### config.mk
export PLATFORM = sky130hd
export DESIGN_NAME = mandelbrot_stream
export DESIGN_NICKNAME = d
export VERILOG_FILES = /design/src/rtl/mandelbrot_stream.sv
export SDC_FILE = /design/constraint.sdc
export NUM_CORES = 1
export LEC_CHECK = 0
export ABC_CLOCK_PERIOD_IN_PS = 5060
export CORE_MARGIN = 1
export CORE_UTILIZATION = 58
export DETAILED_ROUTE_END_ITERATION = 10
export GPL_TIMING_DRIVEN = 0
export PLACE_DENSITY = 0.79
export SLEW_MARGIN = 25
export SYNTH_ARGS = -nofsm -noshare
export SYNTH_HDL_FRONTEND = slang
export SYNTH_SLANG_ARGS = --single-unit
### constraint.sdc
create_clock -name clk -period 5.06 [get_ports clk]
set_input_delay 1.012 -clock clk [delete_from_list [all_inputs] [get_ports clk]]
set_output_delay 1.012 -clock clk [all_outputs]
set_load 0.005 [all_outputs]
### src/rtl/mandelbrot_stream.sv
// mandelbrot_stream: scans a WIDTH x HEIGHT grid of c values. For each pixel it
// iterates z <= z^2 + c on a mandelbrot_alu and streams the saturated, shifted
// iteration count through a small FIFO as a valid/ready pixel stream.
//
// Fixed-point format (c and z): two's complement, BITWIDTH bits, BITWIDTH-3
// fraction bits, so the range is [-4, 4).
//
// mandelbrot_alu ports:
//   clk, rst_n        clock, asynchronous active-low reset
//   start             one-cycle request; operands are sampled with it
//   cr, ci, zr, zi    c and current z
//   zr_next, zi_next  z^2 + c, truncated to BITWIDTH bits (held until next result)
//   size              |z|^2 > 4 for the input z
//   overflow          z^2 + c did not fit in BITWIDTH bits
//   finished          one-cycle pulse two cycles after start
//
// mandelbrot_stream ports:
//   clk, rst_n                  clock, asynchronous active-low reset
//   start, abort                frame control
//   busy, done                  frame status (registered)
//   max_ctr, ctr_shift          iteration limit and output count shift
//   step_r, step_i              signed per-pixel / per-line c increments
//   cr_offset, ci_offset        signed c at x=0 / y=0
//   pix_valid, pix_ready        output stream handshake
//   pix_ctr, pix_eol, pix_eof   head entry of the output FIFO

module mandelbrot_alu #(
    parameter int unsigned BITWIDTH = 10
) (
    input  logic                clk,
    input  logic                rst_n,
    input  logic                start,
    input  logic [BITWIDTH-1:0] cr,
    input  logic [BITWIDTH-1:0] ci,
    input  logic [BITWIDTH-1:0] zr,
    input  logic [BITWIDTH-1:0] zi,
    output logic [BITWIDTH-1:0] zr_next,
    output logic [BITWIDTH-1:0] zi_next,
    output logic                size,
    output logic                overflow,
    output logic                finished
);
    localparam int unsigned Frac = BITWIDTH - 3;
    localparam int unsigned PW   = 2 * BITWIDTH + 2;
    localparam logic signed [PW-1:0] Four = PW'(4) << Frac;

    function automatic logic signed [PW-1:0] sext(input logic [BITWIDTH-1:0] a);
        return {{(PW - BITWIDTH){a[BITWIDTH-1]}}, a};
    endfunction

    // A value fits in BITWIDTH bits when all bits from the sign bit up agree.
    function automatic logic fits(input logic signed [PW-1:0] a);
        return (&a[PW-1:BITWIDTH-1]) | ~(|a[PW-1:BITWIDTH-1]);
    endfunction

    logic signed [PW-1:0] zr_w, zi_w;
    logic signed [PW-1:0] rr, ii, ri;
    logic signed [PW-1:0] rr_q, ii_q, ri_q, cr_q, ci_q;
    logic                 v1_q;
    logic signed [PW-1:0] sum, re, im;

    assign zr_w = sext(zr);
    assign zi_w = sext(zi);
    assign rr   = (zr_w * zr_w) >>> Frac;
    assign ii   = (zi_w * zi_w) >>> Frac;
    assign ri   = (zr_w * zi_w) >>> Frac;

    assign sum = rr_q + ii_q;
    assign re  = rr_q - ii_q + cr_q;
    assign im  = (ri_q <<< 1) + ci_q;

    // Stage 1: products and c.
    always_ff @(posedge clk or negedge rst_n) begin
        if (!rst_n) begin
            rr_q <= '0;
            ii_q <= '0;
            ri_q <= '0;
            cr_q <= '0;
            ci_q <= '0;
            v1_q <= 1'b0;
        end else begin
            v1_q <= start;
            if (start) begin
                rr_q <= rr;
                ii_q <= ii;
                ri_q <= ri;
                cr_q <= sext(cr);
                ci_q <= sext(ci);
            end
        end
    end

    // Stage 2: sums, escape test and overflow test.
    always_ff @(posedge clk or negedge rst_n) begin
        if (!rst_n) begin
            zr_next  <= '0;
            zi_next  <= '0;
            size     <= 1'b0;
            overflow <= 1'b0;
            finished <= 1'b0;
        end else begin
            finished <= v1_q;
            if (v1_q) begin
                zr_next  <= re[BITWIDTH-1:0];
                zi_next  <= im[BITWIDTH-1:0];
                size     <= sum > Four;
                overflow <= ~(fits(re) & fits(im));
            end
        end
    end
endmodule

module mandelbrot_stream #(
    parameter int unsigned BITWIDTH   = 10,
    parameter int unsigned CTRWIDTH   = 7,
    parameter int unsigned OUTWIDTH   = 4,
    parameter int unsigned WIDTH      = 320,
    parameter int unsigned HEIGHT     = 240,
    parameter int unsigned FIFO_DEPTH = 4
) (
    input  logic                        clk,
    input  logic                        rst_n,
    input  logic                        start,
    input  logic                        abort,
    output logic                        busy,
    output logic                        done,
    input  logic [CTRWIDTH-1:0]         max_ctr,
    input  logic [$clog2(CTRWIDTH)-1:0] ctr_shift,
    input  logic [BITWIDTH-1:0]         step_r,
    input  logic [BITWIDTH-1:0]         step_i,
    input  logic [BITWIDTH-1:0]         cr_offset,
    input  logic [BITWIDTH-1:0]         ci_offset,
    output logic                        pix_valid,
    input  logic                        pix_ready,
    output logic [OUTWIDTH-1:0]         pix_ctr,
    output logic                        pix_eol,
    output logic                        pix_eof
);
    localparam int unsigned XW = (WIDTH > 1) ? $clog2(WIDTH) : 1;
    localparam int unsigned YW = (HEIGHT > 1) ? $clog2(HEIGHT) : 1;
    localparam int unsigned AW = $clog2(FIFO_DEPTH);
    localparam int unsigned EW = OUTWIDTH + 2;
    localparam int unsigned VW = (CTRWIDTH > OUTWIDTH) ? CTRWIDTH : OUTWIDTH + 1;

    typedef enum logic [2:0] {
        StIdle,
        StIssue,
        StWait,
        StEval,
        StEmit,
        StAbort
    } state_e;

    state_e              state_q;
    logic [BITWIDTH-1:0] cr_q, ci_q, zr_q, zi_q;
    logic [CTRWIDTH-1:0] ctr_q;
    logic                ovf_q;
    logic [XW-1:0]       x_q;
    logic [YW-1:0]       y_q;
    logic                busy_q, done_q;
    logic                pending_q;

    logic [EW-1:0]       fifo_mem [FIFO_DEPTH];
    logic [AW:0]         wr_ptr_q, rd_ptr_q;

    logic [BITWIDTH-1:0] alu_zr, alu_zi;
    logic                alu_size, alu_ovf, alu_finished;
    logic                alu_start;

    logic                abort_take, last_x, last_y, escape;
    logic                fifo_empty, fifo_full, push, pop;
    logic [EW-1:0]       head, entry;
    logic [VW-1:0]       shifted;
    logic                sat;
    logic [OUTWIDTH-1:0] count;

    mandelbrot_alu #(
        .BITWIDTH (BITWIDTH)
    ) u_alu (
        .clk      (clk),
        .rst_n    (rst_n),
        .start    (alu_start),
        .cr       (cr_q),
        .ci       (ci_q),
        .zr       (zr_q),
        .zi       (zi_q),
        .zr_next  (alu_zr),
        .zi_next  (alu_zi),
        .size     (alu_size),
        .overflow (alu_ovf),
        .finished (alu_finished)
    );

    assign alu_start  = (state_q == StIssue);
    assign abort_take = abort && (state_q != StIdle);
    assign last_x     = (x_q == XW'(WIDTH - 1));
    assign last_y     = (y_q == YW'(HEIGHT - 1));
    assign escape     = alu_size | ovf_q | (ctr_q == max_ctr);

    // Output count: shift, then saturate to all-ones if it does not fit.
    assign shifted = VW'(ctr_q) >> ctr_shift;
    assign sat     = |(shifted >> OUTWIDTH);
    assign count   = sat ? {OUTWIDTH{1'b1}} : shifted[OUTWIDTH-1:0];
    assign entry   = {count, last_x, last_x & last_y};

    assign fifo_empty = (wr_ptr_q == rd_ptr_q);
    assign fifo_full  = (wr_ptr_q[AW] != rd_ptr_q[AW]) &&
                        (wr_ptr_q[AW-1:0] == rd_ptr_q[AW-1:0]);
    // Full is judged at the start of the cycle; a same-cycle pop does not free a slot.
    assign push       = (state_q == StEmit) && !fifo_full && !abort_take;
    assign pop        = !fifo_empty && pix_ready;
    assign head       = fifo_mem[rd_ptr_q[AW-1:0]];

    assign pix_valid = !fifo_empty;
    assign pix_ctr   = head[EW-1:2];
    assign pix_eol   = head[1];
    assign pix_eof   = head[0];
    assign busy      = busy_q;
    assign done      = done_q;

    always_ff @(posedge clk or negedge rst_n) begin
        if (!rst_n) begin
            wr_ptr_q <= '0;
            rd_ptr_q <= '0;
            fifo_mem <= '{default: '0};
        end else if (abort_take) begin
            wr_ptr_q <= '0;
            rd_ptr_q <= '0;
        end else begin
            if (push) begin
                fifo_mem[wr_ptr_q[AW-1:0]] <= entry;
                wr_ptr_q                   <= wr_ptr_q + (AW + 1)'(1);
            end
            if (pop) begin
                rd_ptr_q <= rd_ptr_q + (AW + 1)'(1);
            end
        end
    end

    always_ff @(posedge clk or negedge rst_n) begin
        if (!rst_n) begin
            state_q   <= StIdle;
            cr_q      <= '0;
            ci_q      <= '0;
            zr_q      <= '0;
            zi_q      <= '0;
            ctr_q     <= '0;
            ovf_q     <= 1'b0;
            x_q       <= '0;
            y_q       <= '0;
            busy_q    <= 1'b0;
            done_q    <= 1'b0;
            pending_q <= 1'b0;
        end else begin
            done_q <= 1'b0;

            // Tracks an ALU request whose finished pulse has not yet arrived.
            if (alu_start) begin
                pending_q <= 1'b1;
            end else if (alu_finished) begin
                pending_q <= 1'b0;
            end

            // The eof entry can only be popped after the engine is back in IDLE.
            if (pop && head[0] && !abort_take) begin
                done_q <= 1'b1;
                busy_q <= 1'b0;
            end

            if (abort_take && (state_q != StAbort)) begin
                state_q <= StAbort;
            end else begin
                unique case (state_q)
                    StIdle: begin
                        if (start && !busy_q) begin
                            cr_q    <= cr_offset;
                            ci_q    <= ci_offset;
                            zr_q    <= '0;
                            zi_q    <= '0;
                            ctr_q   <= '0;
                            ovf_q   <= 1'b0;
                            x_q     <= '0;
                            y_q     <= '0;
                            busy_q  <= 1'b1;
                            state_q <= StIssue;
                        end
                    end
                    StIssue: begin
                        state_q <= StWait;
                    end
                    StWait: begin
                        if (alu_finished) begin
                            state_q <= StEval;
                        end
                    end
                    StEval: begin
                        if (escape) begin
                            state_q <= StEmit;
                        end else begin
                            zr_q    <= alu_zr;
                            zi_q    <= alu_zi;
                            ctr_q   <= ctr_q + CTRWIDTH'(1);
                            ovf_q   <= alu_ovf;
                            state_q <= StIssue;
                        end
                    end
                    StEmit: begin
                        if (!fifo_full) begin
                            zr_q  <= '0;
                            zi_q  <= '0;
                            ctr_q <= '0;
                            ovf_q <= 1'b0;
                            if (!last_x) begin
                                cr_q    <= cr_q + step_r;
                                x_q     <= x_q + XW'(1);
                                state_q <= StIssue;
                            end else if (!last_y) begin
                                cr_q    <= cr_offset;
                                ci_q    <= ci_q + step_i;
                                x_q     <= '0;
                                y_q     <= y_q + YW'(1);
                                state_q <= StIssue;
                            end else begin
                                // busy stays high until the FIFO drains.
                                state_q <= StIdle;
                            end
                        end
                    end
                    StAbort: begin
                        if (!pending_q || alu_finished) begin
                            busy_q  <= 1'b0;
                            state_q <= StIdle;
                        end
                    end
                    default: begin
                        state_q <= StIdle;
                    end
                endcase
            end
        end
    end
endmodule

==> results of run 1 <==
==> logic make-up (layout without fill, tap and decap cells) <==
| kind of cell | Yosys count | after routing | share of synthesized area [%] |
|---|---|---|---|
| other | 0 | 2 | 0 |
| adders and majority gates | 478 | 478 | 37.17 |
| and+or+nand+nor | 565 | 565 | 12.22 |
| muxes | 53 | 53 | 3.025 |
| xor gates and xnor gates | 132 | 132 | 5.406 |
| buffers and inverters | 571 | 798 | 10.21 |
| AOI/OAI and AO/OA | 333 | 333 | 10.44 |
| DFF | 184 | 184 | 21.53 |
==> cell type report <==
| cell class | instances | share of cell area (%) |
|---|---|---|
| clock inverters | 15 | 0.8098 |
| clock buffers | 17 | 1.639 |
| plain buffers | 82 | 3.239 |
| well taps | 461 | 2.222 |
| multi-input cells | 1561 | 60.12 |
| flip-flops and latches | 184 | 17.78 |
| repair buffers | 196 | 7.019 |
| diodes | 2 | 0.01928 |
| inverters | 488 | 7.154 |
==> worst max-delay path by stage <==
stage	start	endpoint	slack [ns]
2_1_floorplan	zi_q[1]$_DFFE_PN0P_	u_alu.ii_q[12]$_DFFE_PN0P_	-0.01
3_3_place_gp	rst_n	u_alu.rr_q[4]$_DFFE_PN0P_	-4.64
3_5_place_dp	zr_q[3]$_DFFE_PN0P_	u_alu.rr_q[12]$_DFFE_PN0P_	-1.03
4_1_cts	zr_q[5]$_DFFE_PN0P_	u_alu.rr_q[12]$_DFFE_PN0P_	-0.32
5_1_grt	zr_q[8]$_DFFE_PN0P_	u_alu.rr_q[12]$_DFFE_PN0P_	-0.69
6_report	zr_q[0]$_DFFE_PN0P_	u_alu.ri_q[7]$_DFFE_PN0P_	-0.55
==> power breakdown <==
group | internal, mW | total, mW | switching [mW]
Combinational | 4.02 | 9.46 | 5.43
Sequential | 1.96 | 2.43 | 0.473
Clock | 0.801 | 1.48 | 0.675
==> per-stage QoR <==
stage               instances  power [mW]  cell area, µm²
global placement         2839       9.488           22740
finish                   3006       13.37           25960
CTS                      2953       12.31           25000
global route             3004       14.27           25950
floorplan                2316       7.718           21540
detailed placement       2842       9.804           22810
==> sequential cells by signal (all words and copies together), names as in the netlist, 13 cells and up <==
register and cells:
fifo_mem 24, u_alu.ii_q 13, u_alu.ri_q 13, u_alu.rr_q 13
==> synth_stat cells (20+ instances only) <==
library cell	number	area share (%)
a21o_1	20	0.70
a21oi_1	71	1.7
a22o_1	23	0.94
and2_1	53	1.6
clkbuf_1	62	1.1
dfrtp_1	184	22
fa_1	262	25
ha_1	216	13
inv_1	487	8.5
mux2_2	33	1.7
nand2_1	253	4.4
nand3_1	33	0.77
nor2_1	113	2.0
o21ai_0	99	2.3
xnor2_1	89	3.6
xor2_1	43	1.8
==> layer usage <==
layer	global-route usage (%)	vias to the layer above	routed length [µm]	part of all wire, %
met5	0	-	0	0
met4	14.40	0	3823	6.1
met3	6.001	305	5089	8.1
met2	52.77	918	30270	48
met1	39.69	8909	23680	38
li1	-	7788	-	-
==> what timing repair did <==
item / CTS / global route
cloned: 0 / 1
resized for setup: 194 / 145
setup buffers: 79 / 52
endpoints found under the setup margin: 29 / 28
pin swaps: 65 / 97
==> results by group, run 1 <==
Logic synthesis
  • Avg Cell Area, Syn: 9.233 µm²
  • Post-synth EDFFs: 0
  • Ys flop type: dfrtp_1
  • Mapped Nets: 2849
  • Yosys cell types: 80
  • Flops & latches, synth: 184
  • Synth warn: 0
  • Sequential area share after synthesis: 21.53%
  • Cells after Synth: 2316
  • Mapped Area: 0.02138 mm²
  • Post-synth ARST share: 100.0%

STA
  • Final setup violation count: 22
  • Skew final: 0.01110 ns
  • Hold Vio Cnt, Final: 0
  • Max Freq: 178.2 MHz
  • TNS Setup: -6.276 ns
  • Tmin final: 5.612 ns
  • WHS: 0.4059 ns
  • Final period util: 110.9%
  • Max-slew violation count: 0
  • Slew @ Worst Pin: 0.9299 ns
  • RSZ-0062 raised after global routing: true
  • Headroom to the max-slew limit: 38.01%
  • Worst Setup Slack, final: -0.5517 ns

Pwr
  • Peak VDD IR: 0.0003598 V
  • Leak pwr: 13.40 nW
  • Pwr Density: 515.0 mW/mm²

Run status
  • Failing checks: negative setup slack
  • Outcome: finished, violations left

Critical path
  • Reg-to-Reg Start: zr_q[0]$_DFFE_PN0P_
  • Type of origin of the critical path: flip-flop
  • Cell breakdown of the critical path: buf_8, nand2b_1, fa_1, fa_1, inv_2, fa_1, fa_1, inv_2, fa_1, inv_2, ha_4, a21o_1, a21oi_4, nor2b_4, o31ai_4, nand2b_1, a21oi_2, buf_4, xor2_4, o21ai_1
  • Worst Path Buf+Inv: 5
  • Crit path DAT: 5.93 ns
  • Register-to-register setup slack: -0.55 ns
  • Dominant delay contributor by cell family on the critical path: adder cells
  • CP dominant cell by count: fa_1
  • Critical Path RT: 5.37 ns
  • CP Max Fanout: 10
  • Reg2Reg Depth: 20
  • Slowest stage delay, CP: 0.57 ns
  • CP max-delay cell: fa_1
  • Critical path endpoint category: flip-flop
  • FF-to-FF End: u_alu.ri_q[7]$_DFFE_PN0P_
  • Crit. path cell count: 20
  • Crit path kind: reg2reg

Finish
  • P&R area growth vs syn: 21.38%
  • Seq. cell area: 0.004614 mm²
  • Share of cells above drive strength 1: 18.68%
  • Filler instances: 2289
  • Core Util, Final: 72.27%
  • Most frequent cells in the layout: inv_1 (448), fa_1 (248), nand2_1 (220)
  • Nets: 3063
  • Area of the multi-input gates: 0.01561 mm²
  • Commonest non-fill, non-tap cell in the layout: inv_1

Floorplanning
  • Chip height: 194.0 µm
  • Rows: 69
  • Initial Util: 59.54%
  • Boundary pin count: 64
  • Die ar.: 0.03764 mm²
  • Die Span X: 194.0 µm
  • Core Area: 0.03591 mm²

Clocking
  • CTS tree: done
  • Max Buffers Root-to-Sink: 2
  • Clk Latency, worst-skew pair: 0.45 ns
  • Clock sinks: 184
  • Worst-path clk slew: 0.08 ns
  • Post-CTS Hold Fix Bufs: 0
  • Num CTS Buffers: 17
  • Root Driver: clkbuf_16
  • H-Tree Level Count: 4

Route
  • Initial DRC Count: 1558
  • Vias: 17920
  • Drc violations: 0
  • Post-DR wirelength/cell: 20.91 µm
  • Vias/cell: 5.961
  • Routed wire length: 62.86 mm
  • DRT Pass-1 Iters: 5
  • ANT nets after route: 0

Placed design
  • Pre-CTS setup slack: -1.027 ns
  • Post-DP HPWL: 41.92 mm
  • GPL Wtd Cong: 0.8767
  • Port buffer count: 62

Global routing
  • Vias in the first global route: 18710
  • Initial antenna violation count: 2
  • GRT Total Usage: 31.52%
  • First-pass GRT wire length: 93.61 mm
  • Largest net degree at the start of global routing: 92
  • Grt total ovfl: 0

Flow run
  • Max cap viols: 0

Hold path
  • Hold/Removal Path Class: in2async
Note: power is estimated with default switching activity, not from simulation.
==> run 2: changes to the inputs <==
Settings changed: PLACE_DENSITY 0.79 to 0.89.
==> results by group, run 2 (synthesis results as in run 1) <==
Run status
  • Outcome: finished, violations left
  • Failing checks: negative setup slack

Critical path
  • Critical path endpoint category: flip-flop
  • Crit path kind: reg2reg
  • Type of origin of the critical path: flip-flop
  • Register-to-register setup slack: -0.94 ns
  • Critical Path RT: 5.38 ns
  • CP Max Fanout: 4
  • Crit path DAT: 6.33 ns
  • Reg2Reg Depth: 19

Floorplanning
  • Die Span X: 194.0 µm
  • Die ar.: 0.03764 mm²
  • Boundary pin count: 64
  • Core Area: 0.03591 mm²
  • Chip height: 194.0 µm
  • Rows: 69
  • Initial Util: 59.54%

Route
  • ANT nets after route: 0
  • Vias: 19110
  • Vias/cell: 6.384
  • Post-DR wirelength/cell: 24.23 µm
  • Drc violations: 0
  • Routed wire length: 72.51 mm
  • DRT Pass-1 Iters: 6
  • Initial DRC Count: 2489

Pwr
  • Pwr Density: 532.9 mW/mm²
  • Total Power: 13.75 mW
  • Register share of total power: 17.9%
  • Leak pwr: 13.40 nW
  • Peak VDD IR: 0.0003652 V
  • Combinational Power Share: 71.9%
  • Int Pwr: 6.586 mW
  • Clock Power Share: 10.1%
  • Switching component of the power: 7.167 mW
  • Switching part of the total power: 52.11%

Global routing
  • Largest net degree at the start of global routing: 99
  • Grt total ovfl: 0
  • First-pass GRT wire length: 102.1 mm
  • Initial antenna violation count: 7
  • Vias in the first global route: 19920
  • GRT Total Usage: 34.76%

Finish
  • Top reg by flops: fifo_mem
  • Most frequent cells in the layout: inv_1 (443), fa_1 (247), nand2_1 (215)
  • Fin cells: 2993
  • Core Util, Final: 71.85%
  • Commonest non-fill, non-tap cell in the layout: inv_1
  • Max reg flops: 24
  • Nets: 3050
  • P&R area growth vs syn: 20.68%
  • Share of cells above drive strength 1: 18.93%

STA
  • Max-slew violation count: 0
  • Headroom to the max-slew limit: 40.18%
  • TNS Setup: -9.851 ns
  • Skew final: 0.02635 ns
  • Tmin final: 6.004 ns
  • Hold Vio Cnt, Final: 0
  • RSZ-0062 raised after global routing: true
  • Max Freq: 166.6 MHz
  • Worst Setup Slack, final: -0.9436 ns
  • Final period util: 118.6%
  • Slew @ Worst Pin: 0.8892 ns
  • Final setup violation count: 23

Clocking
  • CTS tree: done
  • Clk Latency, worst-skew pair: 0.48 ns
  • H-Tree Level Count: 4
  • Max Buffers Root-to-Sink: 2
  • Post-CTS Hold Fix Bufs: 0
  • Root Driver: clkbuf_16
  • Worst-path clk slew: 0.08 ns
  • Num CTS Buffers: 17
  • Clock sinks: 184

Flow run
  • Max cap viols: 0

Placed design
  • Placed Cells incl. Taps: 2841
  • GPL Wtd Cong: 0.9451
  • Post-DP HPWL: 42.82 mm
  • Port buffer count: 62

Hold path
  • Hold/Removal Path Class: reg2reg
  • Worst hold stages: 0
run 2: timing repair:
action                     in CTS  in global routing
setup buffers                  72                 49
setup endpoints to repair      31                 29
gates resized for setup       197                170
pin swaps                      66                107
cloned                          1                  1
run 2: critical path, cell delays in order, from the launching register on:
cell and delay (ns):
dfrtp_2 0.49, buf_6 0.15, buf_6 0.11, buf_6 0.11, and2_4 0.15, fa_2 0.47
buf_6 0.15, buf_4 0.13, fa_2 0.58, fa_1 0.49, fa_1 0.46, inv_1 0.30
fa_2 0.55, inv_1 0.14, ha_4 0.24, nand3_1 0.36, o2111ai_4 0.36, a21oi_2 0.28
xor2_1 0.25, o21ai_1 0.10
run 2: layout make-up:
type,count,area [µm²]
inverter,488,1852
clock inverter,15,156.4
sequential,184,4613
fill,2135,10110
buffer,82,823.3
clock buffer,17,425.4
antenna,2,5.005
tap,461,576.8
multi-input combinational,1561,15660
timing repair buffer,183,1698
run 2: per-stage QoR:
stage	hold WS, ns	cell area [µm²]	worst slack (ns)
2_1_floorplan	0.3519	21540	-0.01235
3_3_place_gp	0.3626	22740	-4.451
3_5_place_dp	0.3734	22790	-1.195
4_1_cts	0.3926	24870	-0.3779
5_1_grt	0.4370	25800	-1.030
6_report	0.4301	25810	-0.9436
run 2: power by group through the flow:
stage	clock network (mW)	logic (mW)	registers (mW)
3_3_place_gp	0	7.00	2.39
2_1_floorplan	0	5.48	2.24
5_1_grt	1.43	10.5	2.48
4_1_cts	1.36	8.41	2.38
6_report	1.40	9.89	2.47
3_5_place_dp	0	7.39	2.41
run 2: routing by layer:
metal  up-vias  part of all wire, %  global-route usage, %
met5         -                 0.20                      0
met4        10                   11                  25.81
met3       634                   12                  8.436
met2      1537                   45                  56.63
met1      9168                   33                  39.99
li1       7757                    -                      -
run 2: final timing paths:
path | from | to
setup / recovery | zi_q[9]$_DFFE_PN0P_ | u_alu.ii_q[11]$_DFFE_PN0P_
hold / removal | u_alu.v1_q$_DFF_PN0_ | u_alu.finished$_DFF_PN0_
setup reg to reg | zi_q[9]$_DFFE_PN0P_ | u_alu.ii_q[11]$_DFFE_PN0P_
hold reg to reg | u_alu.v1_q$_DFF_PN0_ | u_alu.finished$_DFF_PN0_
max in group asynchronous | rst_n | zr_q[3]$_DFFE_PN0P_
min in group asynchronous | rst_n | y_q[6]$_DFFE_PN0P_
